<file path="src/rtl/pigro_wb_pkg.sv">
// Shared definitions for the PIGRO writeback/commit stage.
// Holds the opcode encodings, the writeback class enum, the load-size
// constants, the buffer entry type and the opcode classifier.
package pigro_wb_pkg;

  // Default widths of the stored entry; the top-level parameters default to these.
  localparam int WB_DATA_W = 32;
  localparam int WB_ADDR_W = 4;
  localparam int WB_PC_W   = 5;
  localparam int WB_OP_W   = 5;

  // Opcode encodings of the PIGRO ISA.
  localparam logic [WB_OP_W-1:0] OP_NOP  = 5'h00;
  localparam logic [WB_OP_W-1:0] OP_ADD  = 5'h01;
  localparam logic [WB_OP_W-1:0] OP_SUB  = 5'h02;
  localparam logic [WB_OP_W-1:0] OP_AND  = 5'h03;
  localparam logic [WB_OP_W-1:0] OP_OR   = 5'h04;
  localparam logic [WB_OP_W-1:0] OP_XOR  = 5'h05;
  localparam logic [WB_OP_W-1:0] OP_SLL  = 5'h06;
  localparam logic [WB_OP_W-1:0] OP_SRL  = 5'h07;
  localparam logic [WB_OP_W-1:0] OP_ARSH = 5'h08;
  localparam logic [WB_OP_W-1:0] OP_LDW  = 5'h09;
  localparam logic [WB_OP_W-1:0] OP_STR  = 5'h0A;

  // Load sizes; encoding 3 behaves as a word.
  localparam logic [1:0] LD_BYTE = 2'd0;
  localparam logic [1:0] LD_HALF = 2'd1;
  localparam logic [1:0] LD_WORD = 2'd2;

  typedef enum logic [2:0] {
    WB_NONE    = 3'd0,
    WB_ALU     = 3'd1,
    WB_LOAD    = 3'd2,
    WB_STORE   = 3'd3,
    WB_ILLEGAL = 3'd4
  } wb_class_e;

  // Data is stored already aligned/extended, so nothing follows the buffer.
  typedef struct packed {
    logic [WB_PC_W-1:0]   pc;
    logic [WB_OP_W-1:0]   opcode;
    logic [WB_ADDR_W-1:0] dest;
    logic                 we;
    logic [WB_DATA_W-1:0] data;
    logic                 illegal;
  } wb_entry_t;

  function automatic wb_class_e wb_classify(input logic [WB_OP_W-1:0] op);
    wb_class_e cls;
    if (op == OP_NOP) begin
      cls = WB_NONE;
    end else if (op <= OP_ARSH) begin
      cls = WB_ALU;
    end else if (op == OP_LDW) begin
      cls = WB_LOAD;
    end else if (op == OP_STR) begin
      cls = WB_STORE;
    end else begin
      cls = WB_ILLEGAL;
    end
    return cls;
  endfunction

endpackage

</file>
<file path="src/rtl/pigro_wb_commit_if.sv">
// Bus bundle between the memory stage, the writeback/commit stage and the
// register file write port.
// slave  : view of the commit stage (takes in_* and rf_ready, drives the rest).
// master : view of the surrounding pipeline/RF.
interface pigro_wb_commit_if #(
  parameter int DATA_W = 32,
  parameter int ADDR_W = 4,
  parameter int PC_W   = 5,
  parameter int OP_W   = 5,
  parameter int CNT_W  = 32
);
  localparam int OFF_W = $clog2(DATA_W / 8);

  logic                 in_valid;
  logic                 in_ready;
  logic [DATA_W-1:0]    in_alu;
  logic [DATA_W-1:0]    in_lmd;
  logic [PC_W-1:0]      in_pc;
  logic [OP_W-1:0]      in_opcode;
  logic [ADDR_W-1:0]    in_dest;
  logic [1:0]           in_ld_size;
  logic                 in_ld_signed;
  logic [OFF_W-1:0]     in_byte_off;
  logic                 rf_we;
  logic                 rf_ready;
  logic [ADDR_W-1:0]    rf_addr;
  logic [DATA_W-1:0]    rf_data;
  logic [PC_W-1:0]      out_pc;
  logic [OP_W-1:0]      out_opcode;
  logic                 fwd_valid;
  logic [ADDR_W-1:0]    fwd_addr;
  logic [DATA_W-1:0]    fwd_data;
  logic [2**ADDR_W-1:0] busy_mask;
  logic [CNT_W-1:0]     retire_count;
  logic                 illegal;

  modport slave (
    input  in_valid, in_alu, in_lmd, in_pc, in_opcode, in_dest,
           in_ld_size, in_ld_signed, in_byte_off, rf_ready,
    output in_ready, rf_we, rf_addr, rf_data, out_pc, out_opcode,
           fwd_valid, fwd_addr, fwd_data, busy_mask, retire_count, illegal
  );

  modport master (
    output in_valid, in_alu, in_lmd, in_pc, in_opcode, in_dest,
           in_ld_size, in_ld_signed, in_byte_off, rf_ready,
    input  in_ready, rf_we, rf_addr, rf_data, out_pc, out_opcode,
           fwd_valid, fwd_addr, fwd_data, busy_mask, retire_count, illegal
  );
endinterface

</file>
<file path="src/rtl/pigro_load_align.sv">
// Combinational load alignment: picks a byte/half/word lane out of the raw
// load data and sign- or zero-extends it to DATA_W.
// lmd_i    : raw memory data
// size_i   : 0 byte, 1 half, 2/3 word
// signed_i : 1 sign-extend, 0 zero-extend
// off_i    : byte offset (bit 0 ignored for halves, all ignored for words)
// data_o   : aligned, extended result
module pigro_load_align
  import pigro_wb_pkg::*;
#(
  parameter int DATA_W = 32,
  localparam int OFF_W = $clog2(DATA_W / 8)
) (
  input  logic [DATA_W-1:0] lmd_i,
  input  logic [1:0]        size_i,
  input  logic              signed_i,
  input  logic [OFF_W-1:0]  off_i,
  output logic [DATA_W-1:0] data_o
);
  localparam int IDX_W = OFF_W + 3;

  logic [IDX_W-1:0] byte_lo_s;
  logic [IDX_W-1:0] half_lo_s;
  logic [7:0]       byte_s;
  logic [15:0]      half_s;

  // Bit position of the lane; a half lane is the byte lane with offset bit 0 cleared.
  assign byte_lo_s = {off_i, 3'b000};
  assign half_lo_s = byte_lo_s & ~(IDX_W'(8));
  assign byte_s    = lmd_i[byte_lo_s +: 8];
  assign half_s    = lmd_i[half_lo_s +: 16];

  // Lane selection and extension.
  always_comb begin
    data_o = lmd_i;
    case (size_i)
      LD_BYTE: data_o = {{(DATA_W - 8){signed_i & byte_s[7]}}, byte_s};
      LD_HALF: data_o = {{(DATA_W - 16){signed_i & half_s[15]}}, half_s};
      LD_WORD: data_o = lmd_i;
      default: data_o = lmd_i;
    endcase
  end
endmodule

</file>
<file path="src/rtl/pigro_wb_commit.sv">
// PIGRO writeback/commit stage.
// A 2-entry FIFO decouples the memory stage from RF backpressure. Entries are
// classified and their write data finalised at push; the head entry drives the
// RF write port, the forwarding outputs and out_pc/out_opcode.
// clk, rst : clock, synchronous active-high reset
// bus      : memory-stage inputs, RF write port, forwarding/hazard outputs,
//            retire counter and illegal-retire pulse
module pigro_wb_commit
  import pigro_wb_pkg::*;
#(
  parameter int DATA_W = WB_DATA_W,
  parameter int ADDR_W = WB_ADDR_W,
  parameter int PC_W   = WB_PC_W,
  parameter int OP_W   = WB_OP_W,
  parameter int CNT_W  = 32
) (
  input  logic             clk,
  input  logic             rst,
  pigro_wb_commit_if.slave bus
);
  localparam int BUSY_W = 2 ** ADDR_W;

  wb_entry_t         entries_q [2];
  wb_entry_t         entries_d [2];
  logic [1:0]        valid_q, valid_d;
  logic              rd_ptr_q, rd_ptr_d;
  logic              wr_ptr_q, wr_ptr_d;
  logic [1:0]        count_q, count_d;
  logic [CNT_W-1:0]  retire_q, retire_d;

  wb_entry_t         new_entry_s;
  wb_entry_t         head_s;
  wb_class_e         cls_s;
  logic [DATA_W-1:0] aligned_s;
  logic              head_valid_s;
  logic              push_s;
  logic              pop_s;
  logic              rf_we_s;
  logic [BUSY_W-1:0] busy_s;

  pigro_load_align #(.DATA_W(DATA_W)) u_align (
    .lmd_i    (bus.in_lmd),
    .size_i   (bus.in_ld_size),
    .signed_i (bus.in_ld_signed),
    .off_i    (bus.in_byte_off),
    .data_o   (aligned_s)
  );

  // Build the entry to be pushed; class and write data are fixed here.
  always_comb begin
    cls_s              = wb_classify(bus.in_opcode);
    new_entry_s        = '0;
    new_entry_s.pc     = bus.in_pc;
    new_entry_s.opcode = bus.in_opcode;
    new_entry_s.dest   = bus.in_dest;
    case (cls_s)
      WB_ALU: begin
        new_entry_s.we   = 1'b1;
        new_entry_s.data = bus.in_alu;
      end
      WB_LOAD: begin
        new_entry_s.we   = 1'b1;
        new_entry_s.data = aligned_s;
      end
      WB_ILLEGAL: new_entry_s.illegal = 1'b1;
      default:    new_entry_s.we      = 1'b0;
    endcase
  end

  // Everything head-driven is masked while reset is held so a pending write
  // can never be committed during a flush.
  assign head_s       = entries_q[rd_ptr_q];
  assign head_valid_s = valid_q[rd_ptr_q] & ~rst;
  assign rf_we_s      = head_valid_s & head_s.we;
  assign push_s       = bus.in_valid & bus.in_ready;
  assign pop_s        = head_valid_s & (~head_s.we | bus.rf_ready);

  // FIFO pointer, valid, count and retire-counter next state.
  always_comb begin
    entries_d = entries_q;
    valid_d   = valid_q;
    rd_ptr_d  = rd_ptr_q;
    wr_ptr_d  = wr_ptr_q;
    retire_d  = retire_q;
    if (pop_s) begin
      valid_d[rd_ptr_q] = 1'b0;
      rd_ptr_d          = ~rd_ptr_q;
      retire_d          = retire_q + CNT_W'(1);
    end else begin
      rd_ptr_d = rd_ptr_q;
    end
    // A push never targets the slot being popped: with count 1 the pointers differ.
    if (push_s) begin
      entries_d[wr_ptr_q] = new_entry_s;
      valid_d[wr_ptr_q]   = 1'b1;
      wr_ptr_d            = ~wr_ptr_q;
    end else begin
      wr_ptr_d = wr_ptr_q;
    end
    count_d = count_q + {1'b0, push_s} - {1'b0, pop_s};
  end

  // State registers with synchronous reset.
  always_ff @(posedge clk) begin
    if (rst) begin
      entries_q[0] <= '0;
      entries_q[1] <= '0;
      valid_q      <= 2'b00;
      rd_ptr_q     <= 1'b0;
      wr_ptr_q     <= 1'b0;
      count_q      <= 2'd0;
      retire_q     <= '0;
    end else begin
      entries_q <= entries_d;
      valid_q   <= valid_d;
      rd_ptr_q  <= rd_ptr_d;
      wr_ptr_q  <= wr_ptr_d;
      count_q   <= count_d;
      retire_q  <= retire_d;
    end
  end

  // One-hot destinations of every buffered writing entry.
  always_comb begin
    busy_s = '0;
    for (int i = 0; i < 2; i++) begin
      busy_s = busy_s | (BUSY_W'(valid_q[i] & entries_q[i].we & ~rst) << entries_q[i].dest);
    end
  end

  assign bus.in_ready     = ~rst & (count_q != 2'd2);
  assign bus.rf_we        = rf_we_s;
  assign bus.rf_addr      = head_valid_s ? head_s.dest : '0;
  assign bus.rf_data      = head_valid_s ? head_s.data : '0;
  assign bus.fwd_valid    = rf_we_s;
  assign bus.fwd_addr     = rf_we_s ? head_s.dest : '0;
  assign bus.fwd_data     = rf_we_s ? head_s.data : '0;
  assign bus.out_pc       = head_valid_s ? head_s.pc : '0;
  assign bus.out_opcode   = head_valid_s ? head_s.opcode : '0;
  assign bus.busy_mask    = busy_s;
  assign bus.retire_count = rst ? '0 : retire_q;
  assign bus.illegal      = pop_s & head_s.illegal;
endmodule
</file>
<file path="src/flat_wrapper.sv">
// flat-port wrapper written by rule: the top's interface ports become plain ports
module pigro_wb_commit_flat import pigro_wb_pkg::*;
#(
  parameter int DATA_W = WB_DATA_W,
  parameter int ADDR_W = WB_ADDR_W,
  parameter int PC_W   = WB_PC_W,
  parameter int OP_W   = WB_OP_W,
  parameter int CNT_W  = 32
)
  (clk, rst, bus_in_valid, bus_in_alu, bus_in_lmd, bus_in_pc, bus_in_opcode, bus_in_dest, bus_in_ld_size, bus_in_ld_signed, bus_in_byte_off, bus_rf_ready, bus_in_ready, bus_rf_we, bus_rf_addr, bus_rf_data, bus_out_pc, bus_out_opcode, bus_fwd_valid, bus_fwd_addr, bus_fwd_data, bus_busy_mask, bus_retire_count, bus_illegal);
  pigro_wb_commit_if #(.DATA_W(DATA_W), .ADDR_W(ADDR_W), .PC_W(PC_W), .OP_W(OP_W), .CNT_W(CNT_W)) bus_i ();
  input  logic clk;
  input  logic rst;
  input wire logic [$bits(bus_i.in_valid)-1:0] bus_in_valid;
  input wire logic [$bits(bus_i.in_alu)-1:0] bus_in_alu;
  input wire logic [$bits(bus_i.in_lmd)-1:0] bus_in_lmd;
  input wire logic [$bits(bus_i.in_pc)-1:0] bus_in_pc;
  input wire logic [$bits(bus_i.in_opcode)-1:0] bus_in_opcode;
  input wire logic [$bits(bus_i.in_dest)-1:0] bus_in_dest;
  input wire logic [$bits(bus_i.in_ld_size)-1:0] bus_in_ld_size;
  input wire logic [$bits(bus_i.in_ld_signed)-1:0] bus_in_ld_signed;
  input wire logic [$bits(bus_i.in_byte_off)-1:0] bus_in_byte_off;
  input wire logic [$bits(bus_i.rf_ready)-1:0] bus_rf_ready;
  output wire logic [$bits(bus_i.in_ready)-1:0] bus_in_ready;
  output wire logic [$bits(bus_i.rf_we)-1:0] bus_rf_we;
  output wire logic [$bits(bus_i.rf_addr)-1:0] bus_rf_addr;
  output wire logic [$bits(bus_i.rf_data)-1:0] bus_rf_data;
  output wire logic [$bits(bus_i.out_pc)-1:0] bus_out_pc;
  output wire logic [$bits(bus_i.out_opcode)-1:0] bus_out_opcode;
  output wire logic [$bits(bus_i.fwd_valid)-1:0] bus_fwd_valid;
  output wire logic [$bits(bus_i.fwd_addr)-1:0] bus_fwd_addr;
  output wire logic [$bits(bus_i.fwd_data)-1:0] bus_fwd_data;
  output wire logic [$bits(bus_i.busy_mask)-1:0] bus_busy_mask;
  output wire logic [$bits(bus_i.retire_count)-1:0] bus_retire_count;
  output wire logic [$bits(bus_i.illegal)-1:0] bus_illegal;
  assign bus_i.in_valid = bus_in_valid;
  assign bus_i.in_alu = bus_in_alu;
  assign bus_i.in_lmd = bus_in_lmd;
  assign bus_i.in_pc = bus_in_pc;
  assign bus_i.in_opcode = bus_in_opcode;
  assign bus_i.in_dest = bus_in_dest;
  assign bus_i.in_ld_size = bus_in_ld_size;
  assign bus_i.in_ld_signed = bus_in_ld_signed;
  assign bus_i.in_byte_off = bus_in_byte_off;
  assign bus_i.rf_ready = bus_rf_ready;
  assign bus_in_ready = bus_i.in_ready;
  assign bus_rf_we = bus_i.rf_we;
  assign bus_rf_addr = bus_i.rf_addr;
  assign bus_rf_data = bus_i.rf_data;
  assign bus_out_pc = bus_i.out_pc;
  assign bus_out_opcode = bus_i.out_opcode;
  assign bus_fwd_valid = bus_i.fwd_valid;
  assign bus_fwd_addr = bus_i.fwd_addr;
  assign bus_fwd_data = bus_i.fwd_data;
  assign bus_busy_mask = bus_i.busy_mask;
  assign bus_retire_count = bus_i.retire_count;
  assign bus_illegal = bus_i.illegal;
  pigro_wb_commit #(.DATA_W(DATA_W), .ADDR_W(ADDR_W), .PC_W(PC_W), .OP_W(OP_W), .CNT_W(CNT_W)) u_core (.clk(clk), .rst(rst), .bus(bus_i));
endmodule
</file>
<file path="config.mk">
export PLATFORM = sky130hd
export DESIGN_NAME = pigro_wb_commit_flat
export DESIGN_NICKNAME = d
export VERILOG_FILES = /design/src/rtl/pigro_wb_pkg.sv /design/src/rtl/pigro_wb_commit_if.sv /design/src/rtl/pigro_load_align.sv /design/src/rtl/pigro_wb_commit.sv /design/src/flat_wrapper.sv
export SDC_FILE = /design/constraint.sdc
export NUM_CORES = 1
export LEC_CHECK = 0
export CAP_MARGIN = 20
export CORE_MARGIN = 4
export CORE_UTILIZATION = 49
export CTS_CLUSTER_SIZE = 25
export DETAILED_ROUTE_END_ITERATION = 6
export MAX_ROUTING_LAYER = met4
export PLACE_DENSITY = 0.81
export SLEW_MARGIN = 20
export SYNTH_ARGS = -nofsm -noshare
export SYNTH_HDL_FRONTEND = slang
export SYNTH_SLANG_ARGS = --single-unit
</file>
<file path="constraint.sdc">
create_clock -name clk -period 2.93 [get_ports clk]
set_input_delay 0.586 -clock clk [delete_from_list [all_inputs] [get_ports clk]]
set_output_delay 0.586 -clock clk [all_outputs]
set_load 0.005 [all_outputs]
</file>
* Word level (Yosys, flattened, before mapping)
Cells that the tools add are included.
** Storage, ports and cells
- Flip-flop bits (word level) :: 134
- Input bits :: 87
- Output and inout bits :: 134
- Word-level logic and storage cells :: 98
** Operators by class
- Add/sub/neg operators :: 3
- $lt $le $gt $ge :: 8
- Equality and inequality tests :: 7
- Shifts and indexed selects :: 4
- Mux-type cells :: 29
- Bitwise gates (word level) :: 24
- Reduce and logical (&&, ||, !) cells :: 6
** Operator list (number)
- two-way mux 48 bit :: 4
- one-hot mux 32 bit (2 select lines) :: 2
- bitwise mux 96 bit :: 1
- two-way mux 32 bit :: 3
- demux 48 bit (select 1 bit) :: 1
- adder 32 x 1 -> 32 bit, second input constant :: 1
- AND 16 bit :: 2
- indexed part select 32 x 6 -> 16 bit :: 1
- indexed part select 32 x 6 -> 8 bit :: 1
- left shift 16 x 4 -> 16 bit :: 2
- NOT 1 -> 16 bit :: 1
- OR 16 bit :: 1
- two-way mux 3 bit :: 4
- AND 1 bit :: 10
- equality test 5 x 4 -> 1 bit, second input constant :: 2
- two-way mux 5 bit :: 2
- two-way mux 4 bit :: 2
- two-way mux 1 bit :: 6
- less-or-equal comparator 5 x 4 -> 1 bit, second input constant :: 1
- logical NOT 5 bit :: 1
- greater-or-equal comparator 2 bit, second input constant :: 2
- < comparator 1 x 2 -> 1 bit, second input constant :: 2
- two-way mux 2 bit :: 2
- NOT 1 bit :: 4
- 18 further kinds :: 23

* Depth between registers and ports, before layout
Gate-level depths: netlist (run 1).
- Depth after elaboration :: 10
- Gate-level depth with buffers :: 9
- Depth with buffers taken out :: 8

* Modules after synthesis
From an unflattened synthesis (run 1), not the netlist that was laid out.
** Unflattened totals
- Cells, all modules :: 945
- Area total of the unflattened synthesis :: 7304.5 µm²
** By module, submodules not included
- pigro_wb_commit :: times used 1, cells an instance 828, area an instance 6580.1 µm², seq. area each 2682.6 µm²
- pigro_load_align :: times used 1, cells an instance 117, area an instance 724.4 µm², seq. area each 0.0 µm²

* Worst setup path after synthesis (run 1)
OpenSTA, ideal clock, no wires.
- Path type :: in2out
- Start :: input port rst
- End :: output port bus_rf_we
- Data arrival time :: 1.865 ns
- Required time :: 2.344 ns
- Setup slack :: 0.479 ns
- Stages on the path :: 7
- Path buffers :: 5
- Path through :: clkbuf_1 nand2b_1 clkbuf_1 buf_2 buf_1 nor2_1 buf_4
** Between the ends
- Cells in the longest elaborated chain, start to end :: 3
** RTL lines
- from (decl) :: RTL line flat_wrapper.sv:13 : input logic rst;
- NOT 1 bit :: RTL line pigro_wb_commit.sv:73 : assign head_valid_s = valid_q[rd_ptr_q] & ~rst;
- AND 1 bit :: RTL line pigro_wb_commit.sv:73
- AND 1 bit :: RTL line pigro_wb_commit.sv:74 : assign rf_we_s = head_valid_s & head_s.we;
- to (decl) :: RTL line flat_wrapper.sv:25 : output wire logic [$bits(bus_i.rf_we)-1:0] bus_rf_we;
No other way between the ends.

* Final worst setup path (run 1)
- Start :: register u_core.entries_q[81] (netlist name)
- End :: output port bus_busy_mask[12]
** Between the ends
- Cells in the longest elaborated chain, start to end :: 4
** RTL lines
- from (decl) :: RTL line pigro_wb_commit.sv:23 : wb_entry_t entries_q [2];
- from (signal assigned) :: RTL line pigro_wb_commit.sv:114 : entries_q <= entries_d;
- AND 1 bit :: RTL line pigro_wb_commit.sv:127 : busy_s = busy_s | (BUSY_W'(valid_q[i] & entries_q[i].we & ~rst) << entries_q[i].dest);
- AND 16 bit :: RTL line pigro_wb_commit.sv:127
- left shift 16 x 4 -> 16 bit :: RTL line pigro_wb_commit.sv:127
- OR 16 bit :: RTL line pigro_wb_commit.sv:127
- to (decl) :: RTL line flat_wrapper.sv:33 : output wire logic [$bits(bus_i.busy_mask)-1:0] bus_busy_mask;
No other way between the ends.

==> results of run 1 <==
worst min-delay path by stage:
stage	cells past startpoint	slack, ps	from	endpoint
6_report	2	450	u_core.entries_q[90]	u_core.entries_q[90]
3_5_place_dp	2	450	u_core.entries_q[87]	u_core.entries_q[87]
3_3_place_gp	2	440	u_core.entries_q[38]	u_core.entries_q[38]
4_1_cts	2	450	u_core.entries_q[87]	u_core.entries_q[87]
2_1_floorplan	2	440	u_core.entries_q[86]	u_core.entries_q[86]
5_1_grt	2	470	u_core.entries_q[46]	u_core.entries_q[46]
kinds of logic (layout without fill, tap and decap cells):
logic type | count (synthesis) | count (layout) | share of synthesized area
xor gates and xnor gates | 6 | 6 | 0.00657
buffers and inverters | 130 | 323 | 0.0662
AOI/OAI and AO/OA | 212 | 212 | 0.197
and+or+nand+nor | 445 | 445 | 0.283
muxes | 81 | 81 | 0.107
DFF | 134 | 134 | 0.336
adders and majority gates | 3 | 3 | 0.00470
power groups by stage:
stage          clock [mW]  sequential, mW  combinational (mW)
3_5_place_dp            0            1.97               0.653
5_1_grt              2.34            1.94               0.724
4_1_cts              2.24            1.93               0.658
2_1_floorplan           0            1.95               0.387
6_report             2.22            1.93               0.667
3_3_place_gp            0            1.96               0.642
worst min-delay path: cells and delay by family (launching register included):
| family | cells | cell delay, ps |
|---|---|---|
| flops | 1 | 310 |
| compound gates | 1 | 50 |
| simple gates | 1 | 50 |
Yosys cell counts (5+ instances only):
library cell,n
nand3_1,24
and3_1,19
nand3b_1,23
a21o_1,17
or4_1,5
o22ai_1,12
nor3_1,53
a21oi_1,63
a211o_1,13
inv_1,37
nor2_1,123
nor3b_1,16
buf_1,16
nand2_1,98
nand2b_1,15
dfxtp_1,134
o211ai_2,10
mux2_2,31
a211oi_1,6
and4_1,5
buf_2,12
a221o_1,7
o21ai_0,12
a311oi_1,30
clkbuf_1,61
nor4_1,9
nor2b_1,28
o211ai_1,9
mux2i_1,49
a22o_1,6
per-layer routing:
| metal | vias up | share of wire | GRT usage |
|---|---|---|---|
| met3 | 60 | 0.075 | 0.0516 |
| met2 | 346 | 0.47 | 0.429 |
| met4 | 0 | 0.029 | 0.0985 |
| met5 | - | 0 | - |
| met1 | 3894 | 0.42 | 0.350 |
| li1 | 3996 | - | - |
area by class of cell:
class,count,share of cell area
clock buffers,19,0.0401
clock inverters,13,0.0155
inverters,37,0.0126
multi-input cells,747,0.437
flip-flops and latches,134,0.243
well taps,216,0.0244
repair buffers,254,0.228
registers in the layout, indices dropped and copies added (netlist names):
register,flops
u_core.retire_q,32
u_core.entries_q,96
u_core.rd_ptr_q,1
u_core.count_q,2
u_core.wr_ptr_q,1
u_core.valid_q,2
through the flow:
step	instances	total power, mW	area, um2	setup slack, ps
after CTS	1419	4.83	11000	29.9
after global placement	1387	2.61	10400	232
final	1420	4.82	11100	131
after detailed placement	1387	2.62	10400	221
after floorplan	1011	2.34	8000	479
after global routing	1420	5.00	11100	5.23
what timing repair did:
action / in CTS / in global routing
setup buffers: 0 / 1
endpoints found under the setup margin: 57 / 75
gates resized for setup: 2 / 6
==> results.ini, run 1 <==
[clock_network]
cts_inserted_buffers = 17
cts_hold_buffers = 0
insertion_delay_ps = 420
h-tree-depth = 4
clock-root-buffer = clkbuf_16
cts.sink_count = 134
clk_path_buf_depth = 2
path_clk_slew_ps = 60
cts_tree = yes

[synthesis]
synth_flop_cell = dfxtp_1
synthCells = 1011
synth_nets = 1101
synth_edf_count = 0
ys_types = 64
synth_area_leaders = dfxtp_1, mux2i_1, nor2_1
yosysSeqAreaShare = 0.336
yosys_warnings = 0
ys_seq_elements = 134
yosys.area.top_type = dfxtp_1
synth_top_area_frac = 0.336
synth_area_per_cell_um2 = 7.91
syn_area_mm2 = 0.00800
async_reset_ff_frac = 0

[detailed_routing]
drt_iter0_drc = 862
drtAntennaViolNets = 0
remaining_drc_errors = 0
routedWlPerCell_um = 17.6
firstDrtPassIters = 6
vias = 8296
vias_per_cell = 5.84
finalWirelength_um = 25000

[sta]
relSlewSlack = 0.497
max_freq_mhz = 357
rsz0062_at_grt = false
worstMarginPinSlew_ps = 751
setup_viol = 0
finalClockSkew_ps = 7.39
setup_tns_ps = 0
hold_viol = 0
finalCriticalPeriod_ps = 2800
fin_crit_sh = 0.955
maxSlewViolCount = 0
hold_ws_ps = 453

[layout]
fillCellCount = 1301
num-nets-final = 1281
layout_commonest_cell = clkdlybuf4s50_1
seq_area_mm2 = 0.00269
antenna_cells = 0
multiInputGateArea_mm2 = 0.00483
final_cell_mix = clkdlybuf4s50_1, dfxtp_1, nor2_1
drive_gt1_frac = 0.109
area_growth_pct = 38.3
utilization = 0.693

[pwr]
power_density_mw_per_mm2 = 436
p_int_mw = 3.56
ir_drop_mv = 0.449
combPwrFrac = 0.139
p_leak_nw = 3.91
clkPwrFrac = 0.461
power.switching_mw = 1.26
switching_share = 0.262
p_seq_frac = 0.400

[die]
design.core.area_mm2 = 0.0159
rows = 46
pin_count = 221
die_area_mm2 = 0.0184
die_h_um = 136
start_util = 0.501
die_w_um = 136

[grt]
grt-ovfl-total = 0
gr-usage-all-layers = 0.272
grt_start_max_net_pins = 146
antenna_found_initial = 0
grt_pass1_vias = 7888
grt_pass1_wl_um = 39500

[placement]
dp_hpwl_um = 17700
gp_congestion = 0.983
io_buffers = 220

[worst_setup_path]
cp.required_ps = 2340
cp-start-kind = register
crit_fanout = 5
cp.depth = 4
path_cells = nand3b_1 > or3b_2 > o22ai_1 > clkdlybuf4s50_1
crit_type = register to output port
worst_setup_path_end_kind = output port
reg2reg_slack_ps = 610
worst-path-buf-inv = 1
r2r_cells = 9
cp_top_family = simple AND/OR/NAND/NOR gates
worstPathArrival_ps = 2210
slowest_stage = or3b_2
crit_path_start = u_core.entries_q[81]
worstReg2RegEnd = u_core.count_q[1]
slowest_delay_ps = 540
crit_end = bus_busy_mask[12]
r2r_start = u_core.rd_ptr_q

[status]
status = finished, final reports clean

[worst_hold_path]
worstHoldPathType = register to register

[job]
max_cap_viol_count = 0

(Power assumes the default switching activity.)
==> inputs of run 2 (changes only) <==
--- a/config.mk
+++ b/config.mk
@@ -5,6 +5,7 @@
 export SDC_FILE = /design/constraint.sdc
 export NUM_CORES = 1
 export LEC_CHECK = 0
+export ABC_AREA = 1
 export CAP_MARGIN = 20
 export CORE_MARGIN = 4
 export CORE_UTILIZATION = 49
@@ -15,4 +16,6 @@
 export SLEW_MARGIN = 20
 export SYNTH_ARGS = -nofsm -noshare
 export SYNTH_HDL_FRONTEND = slang
+export SYNTH_HIERARCHICAL = 1
 export SYNTH_SLANG_ARGS = --single-unit
+export TNS_END_PERCENT = 30
==> run 2 against run 1 <==
Effect of this change: register-to-register slack better by 70 ps; critical endpoint is now bus_fwd_data[12]; wire length is 1.5% higher; synthesized area is 2.9% higher; largest power group unchanged.
==> results.ini, run 2 <==
[placement]
numPlacedInstances = 1730  ; +25%
io_buffers = 220  ; unchanged
post-place-ws_ps = 141  ; -79.9 ps
placed_cell_area_mm2 = 0.0105  ; +0.64%
gp_congestion = 0.971  ; -1.2%
dp_hpwl_um = 18700  ; +5.5%

[clock_network]
clk_path_buf_depth = 2  ; unchanged
h-tree-depth = 4  ; unchanged
insertion_delay_ps = 430  ; about the same
cts_tree = yes
cts_setup_buffers = 0  ; unchanged
cts.sink_count = 134  ; unchanged
path_clk_slew_ps = 60  ; about the same
clock-root-buffer = clkbuf_16
cts_inserted_buffers = 17  ; unchanged

[grt]
grt_start_max_net_pins = 58  ; -60%
grt-ovfl-total = 0  ; unchanged
antenna_found_initial = 0  ; unchanged
grt_pass1_vias = 8427  ; +6.8%
gr-usage-all-layers = 0.281  ; +0.00861
grt_pass1_wl_um = 41300  ; +4.7%

[worst_hold_path]
worstHoldPathType = register to register

[worst_setup_path]
crit_top_cell = nand2_1
cp.required_ps = 2340  ; about the same
slowest_stage = clkdlybuf4s50_1
slowest_delay_ps = 520  ; -20 ps
path_cells = nand2_1 > nand2_1 > nor2_4 > nand2_1 > buf_4 > nor2_1 > clkdlybuf4s50_1
crit_type = register to output port
worstPathArrival_ps = 2250  ; +40 ps
worst_setup_path_end_kind = output port
crit_fanout = 37  ; +32
cp-start-kind = register

[detailed_routing]
drtAntennaViolNets = 0  ; unchanged
vias_per_cell = 5.18  ; -11%
finalWirelength_um = 25400  ; +1.5%
routedWlPerCell_um = 14.4  ; -18%
firstDrtPassIters = 6  ; unchanged
drt_iter0_drc = 768  ; -11%
remaining_drc_errors = 0  ; unchanged
vias = 9124  ; +10%

[synthesis]
synth_compound_area_frac = 0.161  ; -0.0358
synth_top_area_frac = 0.326  ; -0.00944
yosys_warnings = 6  ; +6
synth_area_leaders = dfxtp_1, nand2_1, nor2_1
synth.most_common_cell = nand2_1
async_reset_ff_frac = 0  ; unchanged
synthMuxAreaShare = 0  ; -0.107
synthCells = 1344  ; +33%
synthAdderAreaFrac = 0.00456  ; -0.000132
syn_area_mm2 = 0.00823  ; +2.9%
ys_types = 38  ; -41%
synth_xor_area_frac = 0.00745  ; +0.000880
synth_flop_cell = dfxtp_1
yosys.area.top_type = dfxtp_1
synth_edf_count = 0  ; unchanged
synth_common_cells = nand2_1, nor2_1, inv_1, dfxtp_1, o21ai_0
synth_nets = 1434  ; +30%
yosysSeqAreaShare = 0.326  ; -0.00944
synth_area_per_cell_um2 = 6.12  ; -23%
yosys.area_share.simple = 0.383  ; +0.0993
ys_seq_elements = 134  ; unchanged
synth_top_family_by_area = simple AND/OR/NAND/NOR gates

[layout]
top_regs = u_core/entries_q: 96 flops, u_core/retire_q: 32 flops
area_growth_pct = 34.9
regMostFlops = u_core/entries_q
utilization = 0.672  ; -0.0218
antenna_cells = 0  ; unchanged
final_cell_mix = nand2_1, clkdlybuf4s50_1, nor2_1
fin_cells = 1762  ; +24%
num-nets-final = 1619  ; +26%
design_area_mm2 = 0.0111  ; +0.40%
layout_commonest_cell = nand2_1
fillCellCount = 1490  ; +15%
drive_gt1_frac = 0.0778  ; -0.0310
largest_reg_flops = 96  ; unchanged

[sta]
relSlewSlack = 0.339  ; -0.158
layout_setup_ws_ps = 96.2  ; -34.9 ps
setup_viol = 0  ; unchanged
setup_tns_ps = 0  ; unchanged
hold_viol = 0  ; unchanged
rsz0062_at_grt = false
maxSlewViolCount = 0  ; unchanged
max_freq_mhz = 353  ; -1.2%
hold_ws_ps = 452  ; -1.04 ps
finalClockSkew_ps = 14.9  ; +7.47 ps
finalCriticalPeriod_ps = 2830  ; +34.9 ps
fin_crit_sh = 0.967  ; +0.0119
worstMarginPinSlew_ps = 991  ; +240 ps

[die]
die_area_mm2 = 0.0189  ; +2.7%
pin_count = 221  ; unchanged
die_w_um = 138  ; +1.4%
rows = 47  ; +2.2%
start_util = 0.498  ; -0.00365
design.core.area_mm2 = 0.0165  ; +3.6%
die_h_um = 138  ; +1.4%

[pwr]
clkPwrFrac = 0.432  ; -0.029
power_mw = 5.04  ; +4.7%
power.switching_mw = 1.39  ; +10%
ir_drop_mv = 0.473  ; +5.1%
switching_share = 0.276  ; +0.0143
power_density_mw_per_mm2 = 454  ; +4.3%
combPwrFrac = 0.178  ; +0.039
p_leak_nw = 4.57  ; +17%
p_seq_frac = 0.390  ; -0.010
p_int_mw = 3.65  ; +2.7%

[job]
max_cap_viol_count = 0  ; unchanged

[status]
status = finished, final reports clean

## run 2: layout make-up
| cell class | instances | area, um2 | share of cell area |
|---|---|---|---|
| multi-input combinational | 986 | 4570 | 0.412 |
| sequential | 134 | 2690 | 0.242 |
| timing repair buffer | 241 | 2390 | 0.215 |
| inverter | 149 | 571 | 0.0514 |
| clock buffer | 20 | 457 | 0.0411 |
| tap | 220 | 275 | 0.0248 |
| clock inverter | 12 | 151 | 0.0136 |
## run 2: critical path: cells and delay by family, from the launching register on
kind / cells / cell delay, ps
buffers and inverters: 2 / 800
DFF: 1 / 410
and+or+nand+nor: 5 / 590
## run 2: cells by family (layout without fill, tap and decap cells)
| group | after synthesis | in the layout |
|---|---|---|
| simple gates | 734 | 734 |
| xor+xnor | 7 | 7 |
| flops | 134 | 134 |
| compound gates | 242 | 242 |
| fa+ha+maj | 3 | 3 |
| buf+inv | 224 | 422 |
## run 2: routing by layer
metal  vias to the layer above  wire length (um)  GRT usage
li1                       4586                 -          -
met1                      4144             11200      0.366
met2                       364             11900      0.451
met3                        30              1890     0.0519
met4                         0               359     0.0737
met5                         -                 0          -
## run 2: what timing repair did
item	CTS	global route
hold buffers	0	0
setup endpoints to repair	50	72
resized for setup	1	4
## run 2: power by group through the flow
| stage | combinational (mW) | clock (mW) | sequential, mW |
|---|---|---|---|
| 4_1_cts | 0.892 | 2.21 | 1.97 |
| 5_1_grt | 0.991 | 2.30 | 1.98 |
| 2_1_floorplan | 0.551 | 0 | 1.99 |
| 3_3_place_gp | 0.874 | 0 | 2.00 |
| 6_report | 0.896 | 2.18 | 1.97 |
| 3_5_place_dp | 0.886 | 0 | 2.00 |
## run 2: path summary, 6_finish.rpt
kind                             start                   end  slack, ps  cells past startpoint
setup / recovery       u_core/rd_ptr_q      bus_fwd_data[12]        100                      7
hold / removal    u_core/entries_q[94]  u_core/entries_q[94]        450                      2
setup reg to reg       u_core/rd_ptr_q     u_core/count_q[1]        680                     12
hold reg to reg   u_core/entries_q[94]  u_core/entries_q[94]        450                      2
